**src/rtl/ped_pkg.sv**
```systemverilog
// Shared junction definitions: pedestrian FSM states, lamp codes and default timing.
// Pure declarations; no logic, no latency.
package ped_pkg;

    typedef enum logic [1:0] {
        ST_IDLE = 2'd0,
        ST_REQ  = 2'd1,
        ST_WALK = 2'd2
    } ped_state_e;

    typedef enum logic [2:0] {
        LAMP_GRN = 3'b001,
        LAMP_YEL = 3'b010,
        LAMP_RED = 3'b100
    } lamp_e;

    // 50 MHz system clock: 10 ms debounce, 1 s wait tick, 60 s patience.
    localparam int N_CH_DEF         = 4;
    localparam int DEBOUNCE_CYC_DEF = 500000;
    localparam int TICK_DIV_DEF     = 50000000;
    localparam int WAIT_W_DEF       = 8;
    localparam int MAX_WAIT_S_DEF   = 60;

    function automatic int cnt_width(input int max_count);
        return (max_count > 1) ? $clog2(max_count) : 1;
    endfunction

endpackage

```
**src/rtl/ped_debounce.sv**
```systemverilog
// One push-button: 2-flop synchroniser, debounce counter, one-cycle pulse on debounced rise.
// Pulse appears DEBOUNCE_CYC+2 edges after the first sampling edge; no backpressure.
module ped_debounce
    import ped_pkg::*;
#(
    parameter int DEBOUNCE_CYC = DEBOUNCE_CYC_DEF
) (
    input  logic clk,
    input  logic rst_n,
    input  logic btn_i,
    output logic press_o
);

    localparam int CNT_W = cnt_width(DEBOUNCE_CYC);
    localparam logic [CNT_W-1:0] CNT_LAST = CNT_W'(DEBOUNCE_CYC - 1);

    logic [1:0]       sync_q;
    logic [CNT_W-1:0] cnt_q, cnt_d;
    logic             stable_q, stable_d;
    logic             stable_dly_q;

    always_comb begin
        cnt_d    = cnt_q;
        stable_d = stable_q;
        if (sync_q[1] == stable_q) begin
            cnt_d = '0;
        end else if (cnt_q == CNT_LAST) begin
            cnt_d    = '0;
            stable_d = sync_q[1];
        end else begin
            cnt_d = cnt_q + 1'b1;
        end
    end

    always_ff @(posedge clk or negedge rst_n) begin
        if (!rst_n) begin
            sync_q       <= '0;
            cnt_q        <= '0;
            stable_q     <= 1'b0;
            stable_dly_q <= 1'b0;
        end else begin
            sync_q       <= {sync_q[0], btn_i};
            cnt_q        <= cnt_d;
            stable_q     <= stable_d;
            stable_dly_q <= stable_q;
        end
    end

    assign press_o = stable_q & ~stable_dly_q;

endmodule

```
**src/rtl/ped_request_unit.sv**
```systemverilog
// Pedestrian push-button front end: debounced press latched as a level request until walk grant.
// Request visible DEBOUNCE_CYC+3 edges after button sampled; drops 1 edge after walk; no backpressure.
module ped_request_unit
    import ped_pkg::*;
#(
    parameter int N_CH         = N_CH_DEF,
    parameter int DEBOUNCE_CYC = DEBOUNCE_CYC_DEF,
    parameter int TICK_DIV     = TICK_DIV_DEF,
    parameter int WAIT_W       = WAIT_W_DEF,
    parameter int MAX_WAIT_S   = MAX_WAIT_S_DEF
) (
    input  logic            clk,
    input  logic            rst_n,
    input  logic [N_CH-1:0] btn,
    input  logic [N_CH-1:0] walk,
    output logic [N_CH-1:0] p_e,
    output logic [N_CH-1:0] pending,
    output logic [N_CH-1:0] overdue
);

    localparam int PRESC_W = cnt_width(TICK_DIV);
    localparam logic [PRESC_W-1:0] PRESC_LAST = PRESC_W'(TICK_DIV - 1);

    logic [PRESC_W-1:0] presc_q, presc_d;
    logic               tick;
    logic               blink_q, blink_d;
    logic [N_CH-1:0]    press;

    assign tick    = (presc_q == PRESC_LAST);
    assign presc_d = tick ? '0 : presc_q + 1'b1;
    assign blink_d = blink_q ^ tick;

    always_ff @(posedge clk or negedge rst_n) begin
        if (!rst_n) begin
            presc_q <= '0;
            blink_q <= 1'b0;
        end else begin
            presc_q <= presc_d;
            blink_q <= blink_d;
        end
    end

    for (genvar i = 0; i < N_CH; i++) begin : g_ch
        ped_state_e        state_q, state_d;
        logic [WAIT_W-1:0] wait_q, wait_d;
        logic              p_e_q, pending_q, overdue_q;
        logic              in_req_d, overdue_d, pending_d;

        ped_debounce #(
            .DEBOUNCE_CYC (DEBOUNCE_CYC)
        ) u_debounce (
            .clk     (clk),
            .rst_n   (rst_n),
            .btn_i   (btn[i]),
            .press_o (press[i])
        );

        // Walk has priority over a coincident press: the pedestrian is served already.
        always_comb begin
            state_d = state_q;
            wait_d  = wait_q;
            case (state_q)
                ST_IDLE: begin
                    if (walk[i]) begin
                        state_d = ST_WALK;
                    end else if (press[i]) begin
                        state_d = ST_REQ;
                        wait_d  = '0;
                    end
                end
                ST_REQ: begin
                    if (walk[i]) begin
                        state_d = ST_WALK;
                    end else if (tick && (wait_q != {WAIT_W{1'b1}})) begin
                        wait_d = wait_q + 1'b1;
                    end
                end
                ST_WALK: begin
                    if (!walk[i]) begin
                        state_d = ST_IDLE;
                    end
                end
                default: state_d = ST_IDLE;
            endcase
        end

        assign in_req_d  = (state_d == ST_REQ);
        assign overdue_d = in_req_d && (32'(wait_d) >= MAX_WAIT_S);
        assign pending_d = in_req_d && (overdue_d ? blink_d : 1'b1);

        always_ff @(posedge clk or negedge rst_n) begin
            if (!rst_n) begin
                state_q   <= ST_IDLE;
                wait_q    <= '0;
                p_e_q     <= 1'b0;
                pending_q <= 1'b0;
                overdue_q <= 1'b0;
            end else begin
                state_q   <= state_d;
                wait_q    <= wait_d;
                p_e_q     <= in_req_d;
                pending_q <= pending_d;
                overdue_q <= overdue_d;
            end
        end

        assign p_e[i]     = p_e_q;
        assign pending[i] = pending_q;
        assign overdue[i] = overdue_q;
    end

endmodule

```
**config.mk**
```make
export PLATFORM = sky130hd
export DESIGN_NAME = ped_request_unit
export DESIGN_NICKNAME = d
export VERILOG_FILES = /design/src/rtl/ped_pkg.sv /design/src/rtl/ped_debounce.sv /design/src/rtl/ped_request_unit.sv
export SDC_FILE = /design/constraint.sdc
export NUM_CORES = 1
export LEC_CHECK = 0
export CORE_MARGIN = 1.5
export CORE_UTILIZATION = 50
export CTS_CLUSTER_SIZE = 14
export DETAILED_ROUTE_END_ITERATION = 7
export PLACE_DENSITY = 0.67
export SLEW_MARGIN = 20
export SYNTH_ARGS = -nofsm -noshare
export SYNTH_HDL_FRONTEND = slang
export SYNTH_HIERARCHICAL = 1
export SYNTH_SLANG_ARGS = --single-unit
```
**constraint.sdc**
```tcl
create_clock -name clk -period 3.3 [get_ports clk]
set_clock_uncertainty 0.2 [all_clocks]
set_input_delay 0.66 -clock clk [delete_from_list [all_inputs] [get_ports clk]]
set_output_delay 0.66 -clock clk [all_outputs]
set_load 0.02 [all_outputs]
```
Yosys cells after proc, flatten, opt, wreduce, memory -nomap -nowiden

Cells that the tools add are included.

Word-level logic and storage cells: 162
Bits of input ports: 10
Flip-flop bits (word level): 171
Output and inout port bits: 12

Reduce and logical (&&, ||, !) cells: 20
Mux-type cells: 53
Eq/ne operators: 25
Order comparisons: 4
Add/subtract/negate cells: 9
Bitwise gates (word level): 13

Operator list:

| operator                                                                            | count |
|---|---|
| 19-bit 2-to-1 mux                                                                   | 8 |
| 8-bit 2-to-1 mux                                                                    | 16 |
| 19-bit by 1-bit adder with 19-bit output, second input constant                     | 4 |
| 19-bit == test, second input constant                                               | 4 |
| 8-bit case mux with 2 select lines                                                  | 4 |
| 8-bit by 1-bit adder with 8-bit output, second input constant                       | 4 |
| 8-bit by 6-bit greater-or-equal comparator with 1-bit output, second input constant | 4 |
| 2-bit 2-to-1 mux                                                                    | 16 |
| 8-bit != test, second input constant                                                | 4 |
| 26-bit by 1-bit adder with 26-bit output, second input constant                     | 1 |
| 26-bit == test, second input constant                                               | 1 |
| 26-bit 2-to-1 mux                                                                   | 1 |
| 2-bit case mux with 3 select lines                                                  | 4 |
| 2-bit by 1-bit == test with 1-bit output, second input constant                     | 8 |
| 1-bit logical AND                                                                   | 12 |
| 2-bit == test, second input constant                                                | 4 |
| 2-bit zero test                                                                     | 4 |
| 1-bit inverter                                                                      | 8 |
| 2-bit AND reduction                                                                 | 4 |
| 1-bit AND                                                                           | 4 |
| 1-bit == test                                                                       | 4 |
| 1-bit 2-to-1 mux                                                                    | 4 |
| 1-bit bitwise XOR                                                                   | 1 |

Longest topological paths before layout

Depth in word-level cells: 9
Gate-level depth with buffers: 8
Gate-level depth less buffers: 8

Hierarchy

The synthesis kept the hierarchy.

By module, submodules not included:

| module           | area an instance (um2) | cells each | times used | seq. area each (um2) |
|---|---|---|---|---|
| ped_debounce     | 1111.1                 | 107        | 4          | 575.6 |
| ped_request_unit | 4110.2                 | 401        | 1          | 1976.9 |

Worst setup path after synthesis

Ideal clock, no wire load.

Path type: reg2reg
Start point: register presc_q[0]
End point: register g_ch[2].overdue_q
Required time: 2981 ps
Path buffers: 0
Stages on the path, launching flop included: 9
Library setup time: 119 ps
Arrival time: 2033 ps
Path slack: 948 ps
Period minus slack after synthesis: 2352 ps
Cell sequence: dfrtp_1 > ha_1 > nand4_2 > or2_4 > nor4_4 > nand4_1 > mux2i_1 > a211o_1 > and2_1

Word-level cells in the longest chain between the ends: 7

Ends and longest elaborated chain:

| what                                                         | line                    | RTL |
|---|---|---|
| start: declaration                                           | ped_request_unit.sv:24  | `logic [PRESC_W-1:0] presc_q, presc_d;` |
| start signal: assignment                                     | ped_request_unit.sv:38  | `presc_q <= presc_d;` |
| 26-bit == test                                               | ped_request_unit.sv:29  | `assign tick = (presc_q == PRESC_LAST);` |
| 1-bit logical AND                                            | ped_request_unit.sv:74  | `end else if (tick && (wait_q != {WAIT_W{1'b1}})) begin` |
| 8-bit 2-to-1 mux                                             | ped_request_unit.sv:74  |  |
| 8-bit 2-to-1 mux                                             | ped_request_unit.sv:72  | `if (walk[i]) begin` |
| 8-bit case mux with 2 select lines                           | ped_request_unit.sv:62  | `case (state_q)` |
| via g_ch[2].wait_d[6]                                        | ped_request_unit.sv:45  | `logic [WAIT_W-1:0] wait_q, wait_d;` |
| 8-bit by 6-bit greater-or-equal comparator with 1-bit output | ped_request_unit.sv:88  | `assign overdue_d = in_req_d && (32'(wait_d) >= MAX_WAIT_S);` |
| 1-bit logical AND                                            | ped_request_unit.sv:88  |  |
| via g_ch[2].overdue_d                                        | ped_request_unit.sv:47  | `logic in_req_d, overdue_d, pending_d;` |
| end signal: assignment                                       | ped_request_unit.sv:103 | `overdue_q <= overdue_d;` |
| end: declaration                                             | ped_request_unit.sv:46  | `logic p_e_q, pending_q, overdue_q;` |

The timed path passes the listed nets, and every way through them passes these cells.
A chain may end at the register's enable or synchronous reset.

Worst setup path after layout

Start point: register presc_q[0]
End point: register g_ch[0].wait_q[5]

Word-level cells in the longest chain between the ends: 5

Ends and longest elaborated chain:

| what                               | line                    | RTL |
|---|---|---|
| 26-bit == test                     | ped_request_unit.sv:29  |  |
| 1-bit logical AND                  | ped_request_unit.sv:74  |  |
| 8-bit 2-to-1 mux                   | ped_request_unit.sv:74  |  |
| 8-bit 2-to-1 mux                   | ped_request_unit.sv:72  |  |
| 8-bit case mux with 2 select lines | ped_request_unit.sv:62  |  |
| via g_ch[0].wait_d[5]              | ped_request_unit.sv:45  |  |
| end signal: assignment             | ped_request_unit.sv:100 | `wait_q <= wait_d;` |
| end: declaration                   | ped_request_unit.sv:45  |  |

The timed path passes the listed nets, and every way through them passes these cells.

==> results.py <==
metrics = {
    "timing": {
        "fin_crit_ps": 2650,
        "timing.final.hold_violations": 18,
        "whs_ps": -12.6,
        "tightest_slew_ps": 905,
        "maxSlewHeadroom": 0.394,
        "tns_ps": 0,
        "setup_viol": 0,
        "timing.final.crit_share": 0.804,
        "fmax_mhz": 377,
        "drv_slew": 0,
        "worst_slack_ps": 646,
        "rsz0062_at_grt": "false",
    },
    "power_and_ir_drop": {
        "pwr-share-seq": 0.503,
        "p_comb_frac": 0.025,
        "p_total_w": 0.00425,
        "vdd_drop_max_v": 0.000392,
        "switching_share": 0.211,
        "p_int_w": 0.00335,
        "p_per_area_nw_per_um2": 447,
        "pwr-share-clk": 0.472,
        "p_switching_w": 0.000898,
        "power_leakage_nw": 3.97,
    },
    "cells_and_area": {
        "layout_common_cells": "171 x dfrtp_1, 111 x nor2_1, 64 x xnor2_1",
        "nNetsFinal": 867,
        "final_common_cell": "dfrtp_1",
        "drive_above_1_share": 0.0942,
        "syn_to_final_growth_pct": 11.3,
        "antenna_cells": 0,
        "stdcell_area_um2": 9520,
    },
    "drt": {
        "antenna_left": 0,
        "drtIter0Drc": 426,
        "vias": 6084,
        "drt_first_pass_iters": 5,
        "viasPerCell": 5.63,
        "drcViolationCount": 0,
        "avgRoutedWirePerCell_um": 14.8,
        "wl_mm": 16.0,
    },
    "setup_path": {
        "critPathArrivalTime_ps": 2760,
        "reg2reg_slack_ps": 650,
        "slowest_delay_ps": 400,
        "critPathLaunchType": "flop",
        "worstPathRequired_ps": 3400,
        "crit_family": "simple AND/OR/NAND/NOR gates",
        "worstPathMaxFanout": 6,
        "r2r_cells": 8,
        "timing.rr.end": "g_ch[0].wait_q[5]",
        "cp_slowest_cell": "dfrtp_1",
        "endpoint_kind": "flop",
        "critPathKind": "reg -> reg",
        "path_buf_inv": 0,
        "crit_path_end": "g_ch[0].wait_q[5]",
        "cp.depth": 8,
        "path_cells": "ha_1, nand4_2, or2_4, nor3_2, nand4_1, or2_1, o211ai_1, o31ai_1",
        "critPathLaunch": "presc_q[0]",
        "r2r-start": "presc_q[0]",
    },
    "logic_synthesis": {
        "synth_edf_count": 0,
        "yosys.area.top_type": "dfrtp_1",
        "yosysTopAreaCellShare": 0.500,
        "yosys_most_used_dff": "dfrtp_1",
        "ys_seq_area_frac": 0.500,
        "async_flop_share": 1.00,
        "synthTopCellsByArea": "dfrtp_1 50%, xnor2_1 6.6%, nor2_1 4.9%",
        "yosysUniqueCellTypes": 65,
        "ys.warnings.count": 6,
        "synth-seq-cells": 171,
        "synthesis.area_um2": 8550,
        "synth_cells": 829,
        "avgSynthCellArea_um2": 10.3,
        "syn_nets": 848,
    },
    "die": {
        "dieArea_um2": 17900,
        "io_pins": 22,
        "fp-row-count": 47,
        "core_um2": 16600,
        "die_w_um": 134,
        "die_h_um": 134,
        "start_util": 0.514,
    },
    "clock_network": {
        "cts_resized": 0,
        "postCtsSetupBuffers": 0,
        "cts_max_level": 4,
        "cts_sinks": 171,
        "numCtsBuffers": 17,
        "clockBufferDepth": 2,
        "clk_pin_slew_worst_paths_ps": 60,
        "insertion_delay_ps": 430,
        "cts-root-buf": "clkbuf_16",
        "cts_tree": "built",
        "ctsHoldBuffers": 0,
    },
    "placement": {
        "place.gp.congestion": 0.877,
        "port_buffers": 21,
        "place_ws_ps": 418,
        "dpl_cell_area_um2": 8930,
        "place_hpwl_mm": 11.2,
    },
    "job": {
        "maxCapViolations": 0,
    },
    "worst_hold_path": {
        "hp-class": "in -> async",
    },
    "global_routing": {
        "first_global_vias": 5991,
        "track_usage": 0.194,
        "grt_pass1_wl_mm": 28.0,
        "grt_max_degree": 67,
        "gr-total-overflow": 0,
        "antenna_found_initial": 0,
    },
    "status": {
        "violations": "hold timing",
        "outcome": "complete, but fails checks",
    },
}
==> cell type report <==
cell class	count	area, um^2
clock buffers	20	447
clock inverters	11	146
fillers	1421	7120
inverters	26	97.6
multi-input cells	606	4010
flip-flops and latches	171	4280
well taps	220	275
repair buffers	26	262
==> metrics by stage <==
| stage | util | std cells |
|---|---|---|
| after floorplan | - | 829 |
| after global placement | 0.536 | 1049 |
| after detailed placement | 0.536 | 1049 |
| after CTS | 0.572 | 1080 |
| after global routing | 0.572 | 1080 |
| final | 0.572 | 1080 |
==> metal layers <==
metal	vias up	part of all wire	GRT usage
li1	2973	-	-
met4	0	0.018	0.0749
met5	-	0	0
met1	2988	0.48	0.262
met3	21	0.029	0.0382
met2	102	0.47	0.309
==> Yosys cell counts (8+ instances only) <==
library cell,n
dfrtp_1,171
inv_1,26
nor3_1,23
nand2_1,61
ha_1,9
or3_1,9
and3_1,11
o21ai_0,23
mux2i_1,14
nand3_1,61
a21oi_1,16
xnor2_1,64
and2_1,13
xor2_1,21
nor2b_1,8
buf_4,16
nand4_1,34
nor4_1,25
nor2_1,111
==> cell families (layout without fill, tap and decap cells) <==
group / after synthesis / in the layout / synth area share
compound gates: 77 / 77 / 0.0680
flops: 171 / 171 / 0.500
simple gates: 414 / 414 / 0.275
mux: 21 / 21 / 0.0256
xor+xnor: 85 / 85 / 0.0870
buf+inv: 52 / 83 / 0.0307
fa+ha+maj: 9 / 9 / 0.0132
==> how the worst min path moves through the flow <==
stage                                             from                      endpoint  cells past startpoint
after floorplan           g_ch[0].u_debounce/sync_q[0]  g_ch[0].u_debounce/sync_q[1]                      0
after global placement    g_ch[1].u_debounce/sync_q[0]  g_ch[1].u_debounce/sync_q[1]                      0
after detailed placement  g_ch[1].u_debounce/sync_q[0]  g_ch[1].u_debounce/sync_q[1]                      0
after CTS                                        rst_n             g_ch[2].wait_q[1]                      1
after global routing                             rst_n             g_ch[2].pending_q                      1
final                                            rst_n             g_ch[2].wait_q[1]                      1
==> power by group through the flow <==
stage               sequential (W)  combinational [W]  clock (W)
finish                     0.00214           0.000108    0.00201
global route               0.00214           0.000128    0.00215
CTS                        0.00214           0.000114    0.00205
detailed placement         0.00218           0.000113          0
global placement           0.00217           0.000111          0
floorplan                  0.00217          0.0000544          0
==> flip-flops by register name, summed over array words and instances, names as in the netlist <==
| name | flops |
|---|---|
| blink_q | 1 |
| g_ch.pending_q | 4 |
| g_ch.u_debounce/stable_dly_q | 4 |
| presc_q | 26 |
| g_ch.u_debounce/stable_q | 4 |
| g_ch.wait_q | 32 |
| g_ch.p_e_q | 4 |
| g_ch.overdue_q | 4 |
| g_ch.u_debounce/cnt_q | 76 |
| g_ch.u_debounce/sync_q | 8 |
| g_ch.state_q | 8 |
No activity file was read; power rests on OpenSTA's default activity.
